==> src/rtl/dds_ctrl.sv <==
// DDS control front-end: turns button pulses into a saturating frequency word,
// a waveform select and an automatic triangular frequency sweep.
module dds_ctrl #(
    parameter int FREQ_W    = 12,
    parameter int FREQ_MIN  = 1,
    parameter int FREQ_MAX  = 4095,
    parameter int FREQ_INIT = 1,
    parameter int STEP      = 16,
    parameter int SWEEP_DIV = 50000
) (
    input  logic              clk,
    input  logic              rst_n,
    input  logic              btn_up,
    input  logic              btn_down,
    input  logic              btn_wave,
    input  logic              btn_sweep,
    output logic [FREQ_W-1:0] freq_ctl,
    output logic [1:0]        wave_sel,
    output logic              sweep_active,
    output logic              freq_upd
);
    localparam int CNT_W = (SWEEP_DIV > 2) ? $clog2(SWEEP_DIV) : 1;

    localparam logic [FREQ_W:0]   L_MAX_X  = (FREQ_W+1)'(FREQ_MAX);
    localparam logic [FREQ_W:0]   L_MIN_X  = (FREQ_W+1)'(FREQ_MIN);
    localparam logic [FREQ_W:0]   L_STEP_X = (FREQ_W+1)'(STEP);
    localparam logic [FREQ_W-1:0] L_MAX    = FREQ_W'(FREQ_MAX);
    localparam logic [FREQ_W-1:0] L_MIN    = FREQ_W'(FREQ_MIN);
    localparam logic [FREQ_W-1:0] L_INIT   = FREQ_W'(FREQ_INIT);
    localparam logic [FREQ_W-1:0] L_STEP   = FREQ_W'(STEP);
    localparam logic [CNT_W-1:0]  L_LAST   = CNT_W'(SWEEP_DIV - 1);

    typedef enum logic [1:0] {S_MANUAL, S_UP, S_DN} state_t;

    state_t            r_state;
    logic [FREQ_W-1:0] r_freq;
    logic [1:0]        r_wave;
    logic              r_active;
    logic              r_upd;
    logic [CNT_W-1:0]  r_cnt;

    logic [FREQ_W:0]   w_sum;
    logic [FREQ_W-1:0] w_up;
    logic [FREQ_W-1:0] w_dn;

    // Saturating step results; compares in FREQ_W+1 bits so nothing wraps.
    assign w_sum = {1'b0, r_freq} + L_STEP_X;
    assign w_up  = (w_sum >= L_MAX_X) ? L_MAX : w_sum[FREQ_W-1:0];
    assign w_dn  = ({1'b0, r_freq} <= (L_MIN_X + L_STEP_X)) ? L_MIN : (r_freq - L_STEP);

    always_ff @(posedge clk) begin
        if (!rst_n) begin
            r_state  <= S_MANUAL;
            r_freq   <= L_INIT;
            r_wave   <= 2'd0;
            r_active <= 1'b0;
            r_upd    <= 1'b0;
            r_cnt    <= '0;
        end else begin
            r_upd <= 1'b0;
            if (btn_wave)
                r_wave <= r_wave + 2'd1;

            case (r_state)
                S_MANUAL: begin
                    // Mode change takes priority over any step press.
                    if (btn_sweep) begin
                        r_state  <= S_UP;
                        r_active <= 1'b1;
                        r_cnt    <= '0;
                    end else if (btn_up && !btn_down) begin
                        r_freq <= w_up;
                        r_upd  <= (w_up != r_freq);
                    end else if (btn_down && !btn_up) begin
                        r_freq <= w_dn;
                        r_upd  <= (w_dn != r_freq);
                    end
                end
                S_UP, S_DN: begin
                    if (btn_sweep) begin
                        r_state  <= S_MANUAL;
                        r_active <= 1'b0;
                        r_cnt    <= '0;
                    end else if (r_cnt == L_LAST) begin
                        r_cnt <= '0;
                        if (r_state == S_UP) begin
                            r_freq <= w_up;
                            r_upd  <= (w_up != r_freq);
                            if (w_up == L_MAX)
                                r_state <= S_DN;
                        end else begin
                            r_freq <= w_dn;
                            r_upd  <= (w_dn != r_freq);
                            if (w_dn == L_MIN)
                                r_state <= S_UP;
                        end
                    end else begin
                        r_cnt <= r_cnt + CNT_W'(1);
                    end
                end
                default: begin
                    r_state  <= S_MANUAL;
                    r_active <= 1'b0;
                    r_cnt    <= '0;
                end
            endcase
        end
    end

    assign freq_ctl     = r_freq;
    assign wave_sel     = r_wave;
    assign sweep_active = r_active;
    assign freq_upd     = r_upd;
endmodule

==> config.mk <==
export PLATFORM = sky130hd
export DESIGN_NAME = dds_ctrl
export DESIGN_NICKNAME = d
export VERILOG_FILES = /design/src/rtl/dds_ctrl.sv
export SDC_FILE = /design/constraint.sdc
export NUM_CORES = 1
export LEC_CHECK = 0
export BUFFER_PORTS_ARGS = -buffer_cell sky130_fd_sc_hd__clkbuf_2
export CORE_MARGIN = 5
export CORE_UTILIZATION = 30
export CTS_CLUSTER_SIZE = 10
export DETAILED_ROUTE_END_ITERATION = 8
export GPL_ROUTABILITY_DRIVEN = 0
export PLACE_DENSITY_LB_ADDON = 0.25
export SLEW_MARGIN = 20
export SYNTH_ARGS = -nofsm -noshare
export SYNTH_HDL_FRONTEND = slang
export SYNTH_SLANG_ARGS = --single-unit
==> constraint.sdc <==
create_clock -name clk -period 3.8 [get_ports clk]
set_input_delay 0.76 -clock clk [delete_from_list [all_inputs] [get_ports clk]]
set_output_delay 0.76 -clock clk [all_outputs]
set_load 0.01 [all_outputs]
==> results of run 1 <==
flip-flops by register name, summed over array words and instances, names as in the netlist:
signal / count
freq_ctl: 12
wave_sel: 2
sweep_active: 1
r_cnt: 16
freq_upd: 1
r_state: 2
logic make-up (layout without fill, tap and decap cells):
kind of cell,Yosys count,after routing
simple gates,121,121
compound gates,75,75
mux,3,3
buf+inv,24,41
fa+ha+maj,10,10
xor+xnor,17,17
flops,34,34
worst reg2reg max path, stage by stage (launching register included):
cell and delay (ns):
dfxtp_1 0.38, or4_1 0.58, or4_4 0.56, o21ai_4 0.18, and2_1 0.54, nand2_1 0.11, o221a_2 0.29
synthesized netlist by cell type, types with 3 or more instances:
| master | count | area [µm²] |
|---|---|---|
| or3_1 | 5 | 31.3 |
| inv_1 | 12 | 45.0 |
| o21ai_1 | 3 | 15.0 |
| and3_1 | 8 | 50.1 |
| nor3b_1 | 3 | 22.5 |
| nor2_1 | 31 | 116 |
| xor2_1 | 10 | 87.6 |
| nand3_1 | 14 | 70.1 |
| nand2_1 | 28 | 105 |
| nor3_1 | 6 | 30.0 |
| o22ai_1 | 4 | 25.0 |
| nand4_1 | 4 | 25.0 |
| and2_1 | 5 | 31.3 |
| mux2i_1 | 3 | 30.0 |
| dfxtp_1 | 34 | 681 |
| nand2b_1 | 3 | 18.8 |
| a32oi_1 | 3 | 26.3 |
| clkbuf_1 | 8 | 30.0 |
| xnor2_1 | 7 | 61.3 |
| a2bb2oi_1 | 3 | 26.3 |
| o21ai_0 | 13 | 65.1 |
| a21oi_1 | 18 | 90.1 |
| a31oi_1 | 5 | 31.3 |
| ha_1 | 10 | 125 |
per-layer routing:
layer	GRT usage, %	vias up
li1	-	1066
met1	19.5	1004
met2	18.7	78
met3	2.25	10
met4	4.67	0
met5	0	-
power groups by stage:
stage                     Sequential, mW  Clock (mW)  Combinational (mW)
final                              0.519       0.416               0.855
after global routing               0.530       0.438               0.950
after CTS                          0.516       0.428               0.849
after detailed placement           0.525           0               0.844
after global placement             0.525           0               0.851
after floorplan                    0.472           0               0.705
layout by cell type (no fill, tap or decap), types with 5 or more instances in the layout:
cell,instances
clkbuf_2,21
nand2_1,28
nand3_1,14
xor2_1,10
and2_1,5
inv_1,12
a21oi_1,18
a31oi_1,5
nor3_1,6
or3_1,5
nor2_1,31
dfxtp_1,34
o21ai_0,13
and3_1,8
clkbuf_8,5
xnor2_1,7
ha_1,10
through the flow:
| stage | power, mW | setup WS [ns] | std cells | util (%) | hold slack (ns) |
|---|---|---|---|---|---|
| 4_1_cts | 1.79 | 1.08 | 400 | 34.9 | 0.499 |
| 5_1_grt | 1.92 | 0.945 | 400 | 34.9 | 0.515 |
| 3_5_place_dp | 1.37 | 1.02 | 392 | 33.1 | 0.486 |
| 2_1_floorplan | 1.18 | 1.40 | 284 | - | 0.455 |
| 3_3_place_gp | 1.38 | 1.04 | 392 | 33.1 | 0.471 |
| 6_report | 1.79 | 1.06 | 400 | 34.9 | 0.501 |
area by class of cell:
type / count / area share [%]
Multi-Input combinational cell: 226 / 56.9
Sequential cell: 34 / 26.9
Tap cell: 99 / 4.89
Timing Repair Buffer: 21 / 4.15
Clock buffer: 5 / 2.71
Clock inverter: 3 / 2.71
Inverter: 12 / 1.78
worst min-delay path by stage:
stage / from / to / slack, ns / cells after the start
after floorplan: r_state[1] / r_state[1] / 0.45 / 2
after global placement: r_cnt[15] / r_cnt[15] / 0.47 / 2
after detailed placement: r_cnt[15] / r_cnt[15] / 0.49 / 2
after CTS: r_cnt[15] / r_cnt[15] / 0.50 / 2
after global routing: r_state[1] / r_state[1] / 0.51 / 2
final: r_cnt[15] / r_cnt[15] / 0.50 / 2
==> results by group, run 1 <==
Outcome
  • Status: finished, final reports clean

Cells and area
  • Final #Nets: about 320
  • Fill count: ~800
  • Multi-input logic area: roughly 1400 µm²
  • Finished Cell Area: approximately 2500 µm²
  • Sequential cell area: between 600 and 700 µm²
  • Share of cells above drive strength 1: 13.0%
  • Area grow syn2layout: 13.2%
  • Diodes inserted: 0

Power
  • Combinational cell fraction of total power: between 40% and 50%
  • Max VDD drop: 295 µV
  • Share of power burned in registers: ~29%
  • Sw Ratio: between 40% and 50%
  • Power Dens Cells: approximately 710 nW/µm²
  • P_leak: 0.933 nW
  • Net switching component of the power: slightly below 800 µW
  • Int Pwr: between 1 and 1.5 mW
  • Clock share of power: 23.2%

Setup path
  • CP Capture Point: freq_ctl[10]
  • R2R Path End: freq_ctl[10]
  • R2R depth: 6
  • CP Launch Point: r_cnt[4]
  • CP Depth: 6
  • Data arrival, critical path: 2.93 ns
  • CP Cell Sequence: or4_1 -> or4_4 -> o21ai_4 -> and2_1 -> nand2_1 -> o221a_2
  • Worst path bufs/invs: 0
  • CP endpoint kind: flip-flop
  • CP startpoint kind: flip-flop
  • RR Startpoint: r_cnt[4]
  • Crit path max-delay family: simple AND/OR/NAND/NOR gates
  • Worst path required time: 3.99 ns
  • Max stage delay on crit path: 0.58 ns
  • R2R setup slack: approximately 1.1 ns
  • Crit-path max FO: 15
  • CP max-delay cell: or4_1
  • Critical path class: reg -> reg

Synth
  • Mux cell area share after synthesis: between 1 and 1.5%
  • Simple-Gate Fraction of Synth Area: between 20% and 30%
  • Post-synthesis cell type count: between 50 and 60
  • Synth warnings: 0
  • Fraction of registers with async set/reset: 0%
  • Mapped Cells: 284
  • Yosys reg bits: 34
  • Sequential area share after synthesis: approximately 30%
  • Synth Area in Adders: 5.59%
  • EDFF count, synth: 0
  • Complex-gate fraction of the synthesized area: between 20% and 30%
  • Syn nets: 300
  • Main combinational cell family by area after synthesis: simple AND/OR/NAND/NOR gates
  • Top FF cell, synth: dfxtp_1
  • Syn_area_per_cell: just under 8 µm²
  • Mapped Area: 2240 µm²
  • Xor-xnor portion of the synthesized cell area: roughly 6.7%

Routing
  • TritonRoute pass-1 iters: 5
  • Met3 wire len: around 320 µm
  • Highest routed layer: met4
  • Wire length on met2: 2510 µm
  • DRT iter0 DRCs: a little under 200
  • ANT nets after route: 0
  • Met1 wire length: between 2000 and 3000 µm
  • DR vias: between 2000 and 2500
  • Wire per inst: 14.8 µm
  • Vias per Instance: roughly 5.4
  • Total wire length: around 6000 µm
  • Drt drc: 0

Placement
  • Dpl hpwl: roughly 4200 µm
  • Dpl cell area: ~2400 µm²
  • Port bufs: 21

Floorplanning
  • Die height: 96.4 µm
  • Die width: 96.4 µm
  • Core area: around 7300 µm²
  • Num ports: 22
  • Cell row count: 31
  • Die ar.: between 9000 and 10000 µm²
  • Starting Density: 30.9%

Clock tree
  • Clock Latency Late Sink: 0.29 ns
  • Root Driver: clkbuf_8
  • Hold-fix buffers at CTS: 0
  • Num Clock Sinks: 34
  • Post-CTS Setup Inserts: 0
  • CTS tree: yes
  • Post_cts resized: 0
  • Worst-case clock buffer depth: 2
  • Clk slew on worst S/H paths: 0.08 ns
  • TritonCTS Buffers: 5
  • H-tree depth: 2

STA
  • Final Slew Violations: 0
  • Slew headroom: between 30% and 40%
  • Tcrit/Tclk final: 72.1%
  • Fmax: about 370 MHz
  • Final hold violations: 0
  • Skew final: about 0.009 ns
  • Tmin final: 2.74 ns
  • RSZ-0062 raised after global routing: false
  • Slew @ Worst Pin: roughly 0.91 ns
  • Fin Setup TNS: 0 ns
  • Finish-stage setup viols: 0

Hold path
  • Hold Path Class: reg -> reg

Global route
  • Vias in the first global route: ~1900
  • Largest net degree at the start of global routing: 17
  • Initial antenna violation count: 0
  • Total GRT Usage: between 10% and 20%
  • Grt ovf: 0
  • First-pass GRT wire length: approximately 9600 µm

Job
  • Max Cap Violations: 0
No activity file was read; power rests on OpenSTA's default activity.
==> run 2: changes to the inputs <==
==> constraint.sdc (replaced) <==
create_clock -name clk -period 2.5 [get_ports clk]
set_input_delay 0.5 -clock clk [delete_from_list [all_inputs] [get_ports clk]]
set_output_delay 0.5 -clock clk [all_outputs]
set_load 0.01 [all_outputs]
==> results by group, run 2 (same netlist as run 1, synthesis figures left out) <==
STA
  • Hold WS: a little under 0.5 ns
  • Final hold violations: 0
  • Fmax: between 400 and 500 MHz
  • Skew final: 0.00344 ns
  • Slew headroom: 53.6%
  • Final worst slack: between 0.1 and 0.15 ns
  • Tmin final: roughly 2.4 ns
  • Finish-stage setup viols: 0
  • Fin Setup TNS: 0 ns
  • Tcrit/Tclk final: between 90% and 100%
  • Slew @ Worst Pin: just under 0.7 ns
  • Final Slew Violations: 0

Outcome
  • Status: finished, final reports clean

Global route
  • Vias in the first global route: 2196
  • Largest net degree at the start of global routing: 17
  • Total GRT Usage: between 10% and 20%
  • Grt ovf: 0
  • Initial antenna violation count: 0
  • First-pass GRT wire length: 10500 µm

Hold path
  • Hold depth: 3
  • Hold Path Class: in -> reg

Setup path
  • CP Cell Sequence: inv_1 -> ha_2 -> or3b_2 -> o31a_1 -> a311o_1 -> o311ai_1 -> mux2i_1
  • CP max-delay cell: or3b_2
  • Critical path class: reg -> reg
  • CP Depth: 7
  • Crit path max-delay family: compound AO/OA/AOI/OAI gates
  • Crit-path max FO: 7
  • R2R depth: 7
  • Worst path required time: 2.72 ns
  • Data arrival, critical path: about 2.6 ns
  • CP endpoint kind: flip-flop
  • Max stage delay on crit path: roughly 0.51 ns
  • CP startpoint kind: flip-flop
  • Worst path bufs/invs: 1

Clock tree
  • Root Driver: clkbuf_8
  • CTS tree: yes
  • TritonCTS Buffers: 5
  • Num Clock Sinks: 34
  • Clock Latency Late Sink: between 0.2 and 0.3 ns
  • Worst-case clock buffer depth: 2
  • Clk slew on worst S/H paths: approximately 0.070 ns
  • Hold-fix buffers at CTS: 0
  • H-tree depth: 2

Cells and area
  • Largest Register: r_cnt
  • Max reg flops: 16
  • Final #Nets: roughly 330
  • Fill count: around 800
  • Multi-input logic area: between 1000 and 1500 µm²
  • Sequential cell area: just under 700 µm²
  • Share of cells above drive strength 1: a little under a fifth
  • Most common cell after layout, fill and taps aside: dfxtp_1
  • Diodes inserted: 0
  • Area grow syn2layout: 17.7%
  • Most frequent cells in the layout: 34 x dfxtp_1, 31 x nor2_1, 28 x nand2_1, 21 x clkbuf_2
  • Finished Cell Area: between 2000 and 3000 µm²

Job
  • Max Cap Violations: 0

Routing
  • Wire per inst: approximately 15 µm
  • Drt drc: 0
  • Vias per Instance: 5.30
  • DRT iter0 DRCs: 232
  • TritonRoute pass-1 iters: 4
  • Total wire length: between 6000 and 7000 µm
  • ANT nets after route: 0
  • DR vias: about 2200

Placement
  • Dpl cell area: around 2500 µm²
  • Dpl hpwl: roughly 4500 µm
  • Port bufs: 21
  • DP Worst Slack: ~0.12 ns

Floorplanning
  • Num ports: 22
  • Die height: between 90 and 100 µm
  • Core area: 7250 µm²
  • Cell row count: 31
  • Die ar.: 9290 µm²
  • Starting Density: 30.9%
  • Die width: about 96 µm

Power
  • PnR Total Power: roughly 2.7 mW
  • P_leak: about 1 nW
  • Max VDD drop: between 300 and 400 µV
  • Power Dens Cells: 1020 nW/µm²
-- run 2: worst paths after layout --
kind | startpoint | slack (ns) | endpoint
hold reg to reg | r_state[1] | 0.49 | r_state[1]
setup reg to reg | freq_ctl[4] | 0.13 | r_state[0]
hold / removal | btn_wave | 0.48 | wave_sel[0]
setup / recovery | freq_ctl[4] | 0.13 | r_state[0]
-- run 2: power by group --
group | total (mW) | leakage [nW] | internal [mW] | switching, mW
logic | 1.51 | 0.682 | 0.633 | 0.873
registers | 0.735 | 0.276 | 0.615 | 0.120
clock network | 0.435 | 0.0472 | 0.221 | 0.214
-- run 2: worst reg2reg max path: cells and delay by family, from the launching register on --
family                   cells  cell delay, ns
buffers and inverters        1            0.13
AND/OR/NAND/NOR              1            0.51
flip-flops                   1            0.38
AO/OA/AOI/OAI                3            0.82
multiplexers                 1            0.23
adder cells (fa/ha/maj)      1            0.23
-- run 2: metal layers --
metal  share of wire, %  track usage (%)
met5                  0                0
met4                1.5             5.84
met3                7.2             3.33
met2                 42             20.5
met1                 50             20.0
-- run 2: layout make-up --
class	instances	area share, %
Tap cell	99	4.70
Timing Repair Buffer	39	9.12
Clock inverter	2	0.475
Inverter	12	1.71
Sequential cell	34	25.8
Multi-Input combinational cell	226	55.0
Clock buffer	6	3.14
-- run 2: metrics by stage --
step	util [%]	cells
2_1_floorplan	-	284
3_3_place_gp	34.9	410
3_5_place_dp	34.9	410
4_1_cts	36.2	418
5_1_grt	36.3	418
6_report	36.3	418
-- run 2: repair_timing --
item	in CTS	in global routing
endpoints found under the setup margin	0	9
setup buffers	0	0
resized for setup	0	4
==> run 3: changes to the inputs <==
--- a/config.mk
+++ b/config.mk
@@ -5,6 +5,7 @@
 export SDC_FILE = /design/constraint.sdc
 export NUM_CORES = 1
 export LEC_CHECK = 0
+export ABC_AREA = 1
 export BUFFER_PORTS_ARGS = -buffer_cell sky130_fd_sc_hd__clkbuf_2
 export CORE_MARGIN = 5
 export CORE_UTILIZATION = 30
==> results by group, run 3 <==
STA
  • Fmax: about 450 MHz
  • Finish-stage setup viols: 0
  • Tcrit/Tclk final: around nine tenths
  • Final Slew Violations: 0
  • Tmin final: roughly 2.2 ns
  • Slew @ Worst Pin: ~0.48 ns
  • RSZ-0062 raised after global routing: false
  • Fin Setup TNS: 0 ns
  • Skew final: between 0.009 and 0.01 ns
  • Slew headroom: between 60% and 70%
  • Hold WS: around 0.46 ns
  • Final hold violations: 0

Cells and area
  • Diodes inserted: 0
  • Max reg flops: 16
  • Most common cell after layout, fill and taps aside: nand2_1
  • Largest Register: r_cnt
  • Final #Nets: approximately 380
  • Share of cells above drive strength 1: 16.0%
  • Most frequent cells in the layout: 74 x nand2_1, 41 x inv_1, 39 x nor2_1, 34 x dfxtp_1, 27 x nand3_1
  • Area grow syn2layout: 14.7%

Placement
  • Dpl hpwl: 4490 µm
  • Port bufs: 21

Synth
  • Top FF cell, synth: dfxtp_1
  • Sequential area share after synthesis: ~30%
  • Most common cell in the synthesized netlist: nand2_1
  • Share of the synthesized area in the top cell type: between 20 and 30%
  • Top post-synthesis cells by area: dfxtp_1 30%, nand2_1 12%, inv_1 6.8%, nor2_1 6.4%, nand3_1 5.9%
  • Yosys reg bits: 34
  • Post-synthesis cell type count: 40
  • Largest area contributor in the netlist: dfxtp_1
  • Mapped Cells: between 300 and 400
  • EDFF count, synth: 0
  • Fraction of registers with async set/reset: 0%
  • Synth warnings: 0
  • Mapped Area: roughly 2300 µm²
  • Syn_area_per_cell: 6.67 µm²
  • Syn nets: between 300 and 400
  • Commonest cells in the netlist: 74 x nand2_1, 41 x inv_1, 39 x nor2_1

Routing
  • Vias per Instance: roughly 4.8
  • Wire length on met2: around 2600 µm
  • Drt drc: 0
  • TritonRoute pass-1 iters: 4
  • Met1 wire length: roughly 2700 µm
  • Met3 wire len: approximately 250 µm
  • Highest routed layer: met4
  • DRT iter0 DRCs: between 150 and 200
  • Total wire length: roughly 5700 µm
  • Wire per inst: between 10 and 15 µm
  • DR vias: 2234
  • ANT nets after route: 0

Global route
  • Grt ovf: 0
  • Total GRT Usage: 12.3%
  • Initial antenna violation count: 0
  • Largest net degree at the start of global routing: 17
  • First-pass GRT wire length: between 9000 and 10000 µm
  • Vias in the first global route: roughly 2200

Clock tree
  • Clk slew on worst S/H paths: roughly 0.08 ns
  • Post-CTS Setup Inserts: 0
  • TritonCTS Buffers: 5
  • Post_cts resized: 0
  • Clock Latency Late Sink: between 0.2 and 0.3 ns
  • CTS tree: yes
  • Hold-fix buffers at CTS: 0
  • Worst-case clock buffer depth: 2
  • Root Driver: clkbuf_8
  • Num Clock Sinks: 34
  • H-tree depth: 2

Setup path
  • Crit-path max FO: 8
  • Critical path class: reg -> reg
  • R2R setup slack: 0.29 ns
  • CP endpoint kind: flip-flop
  • Data arrival, critical path: 2.42 ns
  • RR Startpoint: freq_ctl[4]
  • CP Capture Point: freq_ctl[3]
  • CP startpoint kind: flip-flop
  • R2R Path End: freq_ctl[3]
  • R2R depth: 12
  • Max stage delay on crit path: approximately 0.50 ns
  • CP Cell Sequence: inv_1 -> ha_1 -> inv_1 -> o21bai_1 -> nand3_1 -> nor2_2 -> nand3_4 -> nand2_4 -> inv_2 -> nor2_4 -> o21ai_1 -> a21oi_1
  • CP max-delay cell: dfxtp_1
  • CP Launch Point: freq_ctl[4]
  • Top cell by count, worst path: inv_1
  • Worst path required time: between 2 and 3 ns

Hold path
  • Worst min-delay path startpoint: wave_sel[1]
  • Hold Path Class: reg -> reg

Power
  • Max VDD drop: approximately 360 µV
  • P_leak: between 1 and 1.5 nW
  • Power Dens Cells: around 1200 nW/µm²

Job
  • Max Cap Violations: 0

Floorplanning
  • Die height: 97.1 µm
  • Die width: ~97 µm
  • Cell row count: 31
  • Starting Density: a little under a third
  • Num ports: 22
  • Die ar.: about 9400 µm²
  • Core area: about 7300 µm²

Outcome
  • Status: finished, final reports clean
[run 3: layout make-up]
class / count / area [µm²]
clock inverter: 3 / 45.0
sequential: 34 / 681
clock buffer: 5 / 68.8
multi-input combinational: 253 / 1370
timing repair buffer: 25 / 135
tap: 99 / 124
inverter: 49 / 184
fill: 773 / 4720
[run 3: cells by family (layout without fill, tap and decap cells)]
group	after synthesis	count (layout)	share of synthesized area [%]
buffers and inverters	54	82	9.79
AOI/OAI and AO/OA	62	62	15.7
DFF	34	34	29.9
xor gates and xnor gates	10	10	4.18
adders and majority gates	10	10	5.50
and+or+nand+nor	171	171	34.9
[run 3: how the worst min path moves through the flow]
stage | to | slack [ns] | cells past startpoint
floorplan | r_cnt[7] | 0.46 | 2
global placement | wave_sel[1] | 0.44 | 1
detailed placement | wave_sel[1] | 0.45 | 1
CTS | wave_sel[1] | 0.46 | 1
global route | wave_sel[0] | 0.50 | 3
finish | wave_sel[1] | 0.46 | 1
[run 3: routing by layer]
layer  track usage, %  vias to the layer above
met4             5.40                        0
met5                0                        -
met1             15.7                     1012
li1                 -                     1171
met3             2.58                        9
met2             20.1                       42
[run 3: where the power goes]
| group | internal [mW] | leakage, nW | switching, mW |
|---|---|---|---|
| clock | 0.297 | 0.0504 | 0.226 |
| sequential | 0.636 | 0.276 | 0.127 |
| combinational | 0.620 | 0.771 | 1.22 |
[run 3: per-stage QoR]
step | worst slack, ns | power (mW) | utilization, % | cell area [µm²] | cells
2_1_floorplan | 0.608 | 2.18 | - | 2280 | 341
3_3_place_gp | 0.314 | 2.62 | 34.1 | 2500 | 460
3_5_place_dp | 0.304 | 2.60 | 34.1 | 2500 | 460
4_1_cts | 0.288 | 3.14 | 35.6 | 2610 | 468
5_1_grt | 0.0575 | 3.42 | 35.6 | 2610 | 468
6_report | 0.295 | 3.13 | 35.6 | 2610 | 468
[run 3: worst max-delay path, delay by kind of cell (launching register included)]
kind            cells  cell delay (ns)
buf+inv             3             0.32
fa+ha+maj           1             0.34
flops               1             0.50
simple gates        5             0.63
compound gates      3             0.32
